`config.mk`:
```
export PLATFORM = sky130hd
export DESIGN_NAME = reg_file_bank_flat
export DESIGN_NICKNAME = d
export VERILOG_FILES = /design/src/rtl/reg_file_bank_if.sv /design/src/rtl/reg_file_bank.sv /design/src/flat_wrapper.sv
export SDC_FILE = /design/constraint.sdc
export NUM_CORES = 1
export LEC_CHECK = 0
export CELL_PAD_IN_SITES_DETAIL_PLACEMENT = 1
export CELL_PAD_IN_SITES_GLOBAL_PLACEMENT = 1
export CORE_MARGIN = 5
export CORE_UTILIZATION = 50
export DETAILED_ROUTE_END_ITERATION = 10
export PLACE_DENSITY = 0.88
export SLEW_MARGIN = 10
export SYNTH_ARGS = -nofsm -noshare
export SYNTH_HDL_FRONTEND = slang
export SYNTH_SLANG_ARGS = --single-unit
```
`constraint.sdc`:
```
create_clock -name clk -period 7.1 [get_ports clk]
set_input_delay 1.42 -clock clk [delete_from_list [all_inputs] [get_ports clk]]
set_output_delay 1.42 -clock clk [all_outputs]
set_load 0.005 [all_outputs]
```
`src/rtl/reg_file_bank_if.sv`:
```
// Bus between the write-enable decoder / read clients and the register file storage bank.
interface reg_file_bank_if #(
  parameter int DATA_W = 8
);
  logic [7:0]        wEn;
  logic [DATA_W-1:0] wData;
  logic [2:0]        rAddrA;
  logic [2:0]        rAddrB;
  logic [DATA_W-1:0] rDataA;
  logic [DATA_W-1:0] rDataB;
  logic              clr;
  logic              busy;
  logic              wr_drop;
  logic              err;
  logic              err_clr;

  modport master (
    output wEn, wData, rAddrA, rAddrB, clr, err_clr,
    input  rDataA, rDataB, busy, wr_drop, err
  );

  modport slave (
    input  wEn, wData, rAddrA, rAddrB, clr, err_clr,
    output rDataA, rDataB, busy, wr_drop, err
  );
endinterface

```
`src/rtl/reg_file_bank.sv`:
```
// Eight-entry register storage with two bypassed async read ports, a sequenced
// bulk-clear sweep and a sticky flag for multi-hot write enables.
module reg_file_bank #(
  parameter int DATA_W = 8
) (
  input  logic           clk,
  input  logic           reset_n,
  reg_file_bank_if.slave bus
);

  localparam logic [0:0] IDLE  = 1'b0;
  localparam logic [0:0] CLEAR = 1'b1;

  logic [0:0]        state_q, state_d;
  logic [2:0]        cnt_q, cnt_d;
  logic [DATA_W-1:0] regs_q [8];
  logic [DATA_W-1:0] regs_d [8];
  logic              wr_drop_q, wr_drop_d;
  logic              err_q, err_d;

  logic              any_en;
  logic              one_hot;
  logic              multi_hot;
  logic              write_ok;
  logic [2:0]        wr_idx;

  // An enable is legal only when exactly one bit is set.
  always_comb begin
    any_en    = |bus.wEn;
    one_hot   = any_en && ((bus.wEn & (bus.wEn - 8'd1)) == 8'd0);
    multi_hot = any_en && !one_hot;
    wr_idx    = 3'd0;
    for (int k = 0; k < 8; k++) begin
      if (bus.wEn[k]) begin
        wr_idx = 3'(k);
      end
    end
    write_ok  = (state_q == IDLE) && one_hot;
  end

  always_comb begin
    state_d = state_q;
    cnt_d   = cnt_q;
    case (state_q)
      IDLE: begin
        if (bus.clr) begin
          state_d = CLEAR;
          cnt_d   = 3'd0;
        end
      end
      CLEAR: begin
        cnt_d = cnt_q + 3'd1;
        if (cnt_q == 3'd7) begin
          state_d = IDLE;
        end
      end
      default: begin
        state_d = IDLE;
        cnt_d   = 3'd0;
      end
    endcase
  end

  // Writes and the sweep are mutually exclusive since writes only land in IDLE.
  always_comb begin
    for (int k = 0; k < 8; k++) begin
      regs_d[k] = regs_q[k];
    end
    if (write_ok) begin
      regs_d[wr_idx] = bus.wData;
    end
    if (state_q == CLEAR) begin
      regs_d[cnt_q] = '0;
    end
  end

  always_comb begin
    wr_drop_d = (state_q == CLEAR) && any_en;
    if (multi_hot) begin
      err_d = 1'b1;
    end else if (bus.err_clr) begin
      err_d = 1'b0;
    end else begin
      err_d = err_q;
    end
  end

  always_ff @(posedge clk or negedge reset_n) begin
    if (!reset_n) begin
      state_q   <= IDLE;
      cnt_q     <= 3'd0;
      wr_drop_q <= 1'b0;
      err_q     <= 1'b0;
      for (int k = 0; k < 8; k++) begin
        regs_q[k] <= '0;
      end
    end else begin
      state_q   <= state_d;
      cnt_q     <= cnt_d;
      wr_drop_q <= wr_drop_d;
      err_q     <= err_d;
      for (int k = 0; k < 8; k++) begin
        regs_q[k] <= regs_d[k];
      end
    end
  end

  assign bus.rDataA  = (write_ok && (wr_idx == bus.rAddrA)) ? bus.wData : regs_q[bus.rAddrA];
  assign bus.rDataB  = (write_ok && (wr_idx == bus.rAddrB)) ? bus.wData : regs_q[bus.rAddrB];
  assign bus.busy    = (state_q == CLEAR);
  assign bus.wr_drop = wr_drop_q;
  assign bus.err     = err_q;

endmodule

```
`src/flat_wrapper.sv`:
```
// flat-port wrapper written by rule: the top's interface ports become plain ports
module reg_file_bank_flat 
#(
  parameter int DATA_W = 8
)
  (clk, reset_n, bus_wEn, bus_wData, bus_rAddrA, bus_rAddrB, bus_clr, bus_err_clr, bus_rDataA, bus_rDataB, bus_busy, bus_wr_drop, bus_err);
  reg_file_bank_if #(.DATA_W(DATA_W)) bus_i ();
  input  logic clk;
  input  logic reset_n;
  input wire logic [$bits(bus_i.wEn)-1:0] bus_wEn;
  input wire logic [$bits(bus_i.wData)-1:0] bus_wData;
  input wire logic [$bits(bus_i.rAddrA)-1:0] bus_rAddrA;
  input wire logic [$bits(bus_i.rAddrB)-1:0] bus_rAddrB;
  input wire logic [$bits(bus_i.clr)-1:0] bus_clr;
  input wire logic [$bits(bus_i.err_clr)-1:0] bus_err_clr;
  output wire logic [$bits(bus_i.rDataA)-1:0] bus_rDataA;
  output wire logic [$bits(bus_i.rDataB)-1:0] bus_rDataB;
  output wire logic [$bits(bus_i.busy)-1:0] bus_busy;
  output wire logic [$bits(bus_i.wr_drop)-1:0] bus_wr_drop;
  output wire logic [$bits(bus_i.err)-1:0] bus_err;
  assign bus_i.wEn = bus_wEn;
  assign bus_i.wData = bus_wData;
  assign bus_i.rAddrA = bus_rAddrA;
  assign bus_i.rAddrB = bus_rAddrB;
  assign bus_i.clr = bus_clr;
  assign bus_i.err_clr = bus_err_clr;
  assign bus_rDataA = bus_i.rDataA;
  assign bus_rDataB = bus_i.rDataB;
  assign bus_busy = bus_i.busy;
  assign bus_wr_drop = bus_i.wr_drop;
  assign bus_err = bus_i.err;
  reg_file_bank #(.DATA_W(DATA_W)) u_core (.clk(clk), .reset_n(reset_n), .bus(bus_i));
endmodule
```
==> out/results.tsv, run 1 <==
stage	metric	value	unit
status	status	finished, final reports clean	
sta	fin_ws	1.22	ns
power_and_ir_drop	power.internal	0.671	mW
global_route	antenna_found_initial	0	
die	rows	34	
sta	fin_hold_ws	0.533	ns
layout	final-instance-count-excl-fill	518	
layout	regArea	1750	um2
synth	syn_inst	373	
sta	finClkSkew	0.00820	ns
job	cap_violations	0	
die	die_y	103	um
global_route	grtUsageTotal	0.257	
critical_path	critPathCaptureType	output pin	
critical_path	critPathMaxFanout	8	
routing	firstDrtPassIters	4	
die	fp.dieW	103	um
clock_tree	cts_setup_buffers	0	
critical_path	crit_required	5.68	ns
synth	synth_area	4350	um2
layout	n_antenna_cell	0	
clock_tree	clk_pin_slew	0.08	ns
critical_path	crit_path_frequent_cell	clkdlybuf4s50_1	
critical_path	cpPeakStageDelay	0.68	ns
sta	max-slew-margin-rel	0.124	
clock_tree	cts_resized	0	
place	gp_congestion	0.865	
clock_tree	root_buffer	clkbuf_8	
place	dp_slack	1.23	ns
critical_path	crit_chain	clkdlybuf4s50_1, maj3_2, o31ai_2, and2_2, o21ai_1, nor4_4, mux2_2, clkdlybuf4s50_1	
sta	slew_viol_final	0	
sta	setup_viol	0	
synth	ys.flop_type	dfrtp_1	
routing	drt_wl_total	12.6	mm
clock_tree	cts.path.max_buffers	2	
routing	vias	3259	
sta	finalCritPeriodShare	0.828	
clock_tree	cts-htree-levels	3	
sta	fin_tns_setup	0	ns
die	start_util	0.506	
global_route	grt_pass1_wl	20.1	mm
place	portBuffers	44	
synth	synth.distinct_cells	38	
routing	initialDrtViolationCount	140	
synth	async_reset_ff_frac	1.00	
global_route	grt_max_degree	71	
layout	fill_cells	892	
sta	tightest_slew	1.30	ns
synth	synth-edff-count	0	
clock_tree	cts.sinks	70	
layout	nets	433	
sta	rsz0062_at_grt	no	
routing	wl_per_cell	24.4	um
power_and_ir_drop	pwr-share-clk	0.334	
synth	syn_nets	401	
power_and_ir_drop	p_leak	2.45	nW
routing	drc_errors	0	
power_and_ir_drop	p_per_area	203	nW/um2
power_and_ir_drop	sw_frac_of_total	0.345	
power_and_ir_drop	max-vdd-ir-drop	0.0000991	V
place	dp_hpwl	8.83	mm
global_route	overflow	0	
place	post-place-cells	502	
global_route	first_global_vias	3641	
clock_tree	cts-buffers-inserted	9	
critical_path	critPathSlowestCell	nor4_4	
synth	ys_ff_latch	70	
routing	vias_per_cell	6.29	
power_and_ir_drop	p_sw	0.352	mW
power_and_ir_drop	pwr-share-seq	0.443	
synth	avgSynthCellArea	11.7	um2
synth	yosys_warnings	0	
clock_tree	clkLatencyLatePin	0.35	ns
power_and_ir_drop	finalPower	1.02	mW
routing	postRouteAntennaNets	0	
critical_path	path_buf_inv	2	
sta	period_minus_slack	5.88	ns
layout	final_cell_mix	nor2_1 (76), dfrtp_1 (70), mux2i_1 (64)	
worst_hold_path	hp-class	reg -> reg	
critical_path	cp-start-kind	input pin	
clock_tree	cts_hold_buf	0	
critical_path	rrSetupSlack	4.91	ns
layout	multi_input_area	2480	um2
clock_tree	cts_tree	built	
critical_path	crit_family	buffers and inverters	
critical_path	path_class	in -> out	
layout	drive_above_1_share	0.193	
die	core_area	8590	um2
power_and_ir_drop	combPwrFrac	0.223	
sta	hold_viol_final	0	
layout	layout_commonest_cell	nor2_1	
die	io_pins	45	
die	dieArea	10700	um2
layout	area_delta_synth_final	16.1	%
critical_path	cp.arrival	4.46	ns
synth	ys_seq_area_frac	0.403	
sta	max_freq	170	MHz
## metal layers
layer / global-route usage / vias to the layer above / wire length, um
met1: 0.336 / 1712 / 5270
met3: 0.0456 / 18 / 680
met2: 0.442 / 106 / 6460
met4: 0.0747 / 0 / 219
li1: - / 1423 / -
met5: 0 / - / 0
## cells in the mapped netlist, types with 6 or more instances
library cell	n	share of area
a21oi_1	6	0.0069
buf_2	6	0.0069
clkbuf_1	21	0.018
dfrtp_1	70	0.40
mux2_1	12	0.031
mux2_2	20	0.052
mux2i_1	64	0.15
mux4_2	32	0.17
nand2_1	10	0.0086
nand2b_1	7	0.010
nor2_1	76	0.066
o21ai_0	7	0.0081
## tightest hold or removal path, cell delays in order (launching register included)
cell	delay, ns
dfrtp_1	0.35
nand2b_1	0.07
nand3_1	0.08
## sequential cells by signal, indices dropped and copies added, names as in the netlist
register	cells
u_core.bus.busy	1
u_core.bus.err	1
u_core.bus.wr_drop	1
u_core.regs_q	64
u_core.cnt_q	3
## power groups by stage
stage / Combinational (mW) / Sequential (mW) / Clock [mW]
4_1_cts: 0.229 / 0.452 / 0.347
6_report: 0.228 / 0.453 / 0.342
2_1_floorplan: 0.134 / 0.445 / 0
5_1_grt: 0.248 / 0.457 / 0.369
3_5_place_dp: 0.227 / 0.460 / 0
3_3_place_gp: 0.216 / 0.457 / 0
## cells by family after synthesis
family / synth area share
flops: 0.403
mux: 0.396
buf+inv: 0.0276
xor+xnor: 0.00604
compound gates: 0.0325
simple gates: 0.127
fa+ha+maj: 0.00834
## final timing paths
path / cells past startpoint / to / start
worst max-delay path: 8 / bus_rDataB[1] / bus_wEn[4]
worst min-delay path: 2 / u_core.bus.err / u_core.bus.err
worst max register to register: 5 / u_core.regs_q[41] / u_core.bus.busy
worst min register to register: 2 / u_core.bus.err / u_core.bus.err
max in group asynchronous: 2 / u_core.regs_q[45] / reset_n
min in group asynchronous: 2 / u_core.bus.busy / reset_n
## final cells by class
type | instances | share of cell area
multi-input cells | 273 | 0.491
flip-flops and latches | 70 | 0.347
repair buffers | 48 | 0.0922
clock buffers | 10 | 0.0273
well taps | 108 | 0.0268
clock inverters | 6 | 0.0139
inverters | 3 | 0.00223
## metrics by stage
| step | util | instance area, um2 |
|---|---|---|
| 2_1_floorplan | - | 4350 |
| 3_3_place_gp | 0.563 | 4840 |
| 3_5_place_dp | 0.563 | 4840 |
| 4_1_cts | 0.587 | 5050 |
| 5_1_grt | 0.587 | 5050 |
| 6_report | 0.587 | 5050 |
Power figures use the tool's default switching activity.
==> run 2, diff against run 1 <==
- CORE_UTILIZATION: 50 -> 42
- PLACE_DENSITY: 0.88 -> 0.79
- clock period: 7.1 -> 5.16 ns (I/O delays scaled with it)
==> run 2 against run 1 <==
Worst setup slack worse by 1.0 ns. Clock skew increased by 0.0023 ns. Via count decreased by 0.49%. Non-clock buffer count up 11. Worst hold slack worse by 0.0089 ns. Design area up 2.4%. Combinational power rose by 43%. Wire length up 0.33%. Clock-buffer cell count grew 1. Flip-flop and latch count unchanged. Sequential share of layout area fell by 0.82 points.
==> out/results.tsv, run 2 (synthesis results as in run 1) <==
stage	metric	value	unit
layout	largest_reg_flops	64	
critical_path	critPathSlowestCell	or3_1	
sta	setup_viol	0	
critical_path	path_buf_inv	2	
routing	drc_errors	0	
sta	finalCritPeriodShare	0.963	
global_route	grt_max_degree	71	
sta	max-slew-margin-rel	0.394	
place	post-place-cells	541	
worst_hold_path	whs_endpoint	u_core.bus.err	
critical_path	crit_path_frequent_cell	clkdlybuf4s50_1	
critical_path	cp-start-kind	input pin	
clock_tree	cts.path.max_buffers	2	
sta	fin_tns_setup	0	ns
power_and_ir_drop	p_per_area	272	nW/um2
routing	wl_per_cell	22.7	um
clock_tree	cts-htree-levels	3	
critical_path	critPathMaxFanout	8	
job	cap_violations	0	
global_route	grtUsageTotal	0.214	
critical_path	startpoint	bus_wEn[2]	
global_route	grt_pass1_wl	20.8	mm
critical_path	timing.rr.end	u_core.regs_q[41]	
routing	drt_wl_total	12.7	mm
critical_path	crit_required	4.13	ns
layout	final-instance-count-excl-fill	557	
critical_path	r2r_start	u_core.bus.busy	
critical_path	rrSetupSlack	2.98	ns
global_route	grt.busiest_layer	met2	
power_and_ir_drop	max-vdd-ir-drop	0.000140	V
layout	largestRegisters	u_core.regs_q: 64 flops, u_core.cnt_q: 3 flops	
die	dieArea	12500	um2
sta	slew_viol_final	0	
die	die_y	112	um
global_route	use_met1	0.285	
sta	tightest_slew	0.909	ns
clock_tree	cts_setup_buffers	0	
die	start_util	0.425	
global_route	antenna_found_initial	0	
clock_tree	root_buffer	clkbuf_8	
clock_tree	clk_pin_slew	0.08	ns
worst_hold_path	min-delay-start	u_core.bus.err	
die	io_pins	45	
power_and_ir_drop	finalPower	1.41	mW
worst_hold_path	min_path_cells	2	
global_route	overflow	0	
clock_tree	cts_tree	built	
layout	n_antenna_cell	0	
sta	hold_viol_final	0	
sta	rsz0062_at_grt	no	
sta	finClkSkew	0.0105	ns
place	dp_hpwl	8.86	mm
critical_path	path_class	in -> out	
layout	final_cell_mix	nor2_1 (76), dfrtp_1 (70), mux2i_1 (64)	
place	portBuffers	44	
worst_hold_path	hp-class	reg -> reg	
layout	drive_above_1_share	0.211	
layout	nets	444	
sta	max_freq	201	MHz
layout	layout_commonest_cell	nor2_1	
sta	fin_ws	0.189	ns
clock_tree	cts-buffers-inserted	9	
critical_path	critPathCaptureType	output pin	
die	core_area	10200	um2
layout	area_delta_synth_final	18.9	%
critical_path	rr_worst_depth	5	
routing	initialDrtViolationCount	154	
global_route	grtUsageMet3	0.0418	
critical_path	cpPeakStageDelay	0.60	ns
place	dp_slack	0.191	ns
power_and_ir_drop	p_leak	2.51	nW
die	rows	37	
clock_tree	cts_hold_buf	0	
global_route	first_global_vias	3648	
sta	period_minus_slack	4.97	ns
clock_tree	cts_resized	0	
die	fp.dieW	112	um
clock_tree	cts.sinks	70	
critical_path	crit_chain	clkdlybuf4s50_1, maj3_2, o31ai_2, and2_2, o21ai_1, or3_1, mux2_1, clkdlybuf4s50_1	
critical_path	cp.arrival	3.94	ns
global_route	grtUsageMet2	0.359	
clock_tree	clkLatencyLatePin	0.35	ns
layout	utilization	0.505	
place	gp_congestion	0.877	
routing	vias_per_cell	5.82	
status	status	finished, final reports clean	
layout	regMostFlops	u_core.regs_q	
routing	postRouteAntennaNets	0	
routing	firstDrtPassIters	4	
routing	vias	3243	
critical_path	crit_family	buffers and inverters	
[run 2: cell count changes in the layout (fill, tap and decap cells not counted)]
cell        delta
buf_4         +10
buf_12         +1
clkbuf_1       +1
clkinv_2       +1
clkinvlp_4     -1
inv_6          -1
[run 2: worst max path at each step]
stage                     to  slack [ns]  cells past startpoint
2_1_floorplan  bus_rDataA[0]        1.27                      5
3_3_place_gp   bus_rDataA[3]        0.23                      8
3_5_place_dp   bus_rDataA[3]        0.19                      8
4_1_cts        bus_rDataA[3]        0.18                      8
5_1_grt        bus_rDataA[3]        0.07                      8
6_report       bus_rDataA[3]        0.19                      8
[run 2: area by class of cell]
| class | count | area [um2] |
|---|---|---|
| Clock buffer | 11 | 141 |
| Clock inverter | 5 | 58.8 |
| Fill cell | 1078 | 5060 |
| Inverter | 3 | 11.3 |
| Multi-Input combinational cell | 273 | 2480 |
| Sequential cell | 70 | 1750 |
| Tap cell | 136 | 170 |
| Timing Repair Buffer | 59 | 561 |
[run 2: routing by layer]
layer / vias up / routed length (um)
met5: - / 0
met4: 0 / 187
met3: 15 / 553
met2: 86 / 6380
met1: 1696 / 5550
li1: 1446 / -
[run 2: worst reg2reg max path, delay by kind of cell, from the launching register on]
| family | cells | cell delay, ns |
|---|---|---|
| flops | 1 | 0.54 |
| mux | 1 | 0.36 |
| buf+inv | 1 | 0.25 |
| simple gates | 3 | 0.87 |
[run 2: where the power goes]
group          switching [mW]  total [mW]  internal [mW]
clock network           0.218       0.455          0.237
registers              0.0457       0.624          0.579
logic                   0.208       0.326          0.117
[run 2: per-stage QoR]
step	instance area, um2	hold WS, ns
3_5_place_dp	4970	0.505
6_report	5170	0.524
5_1_grt	5170	0.537
4_1_cts	5170	0.528
3_3_place_gp	4970	0.492
2_1_floorplan	4350	0.493
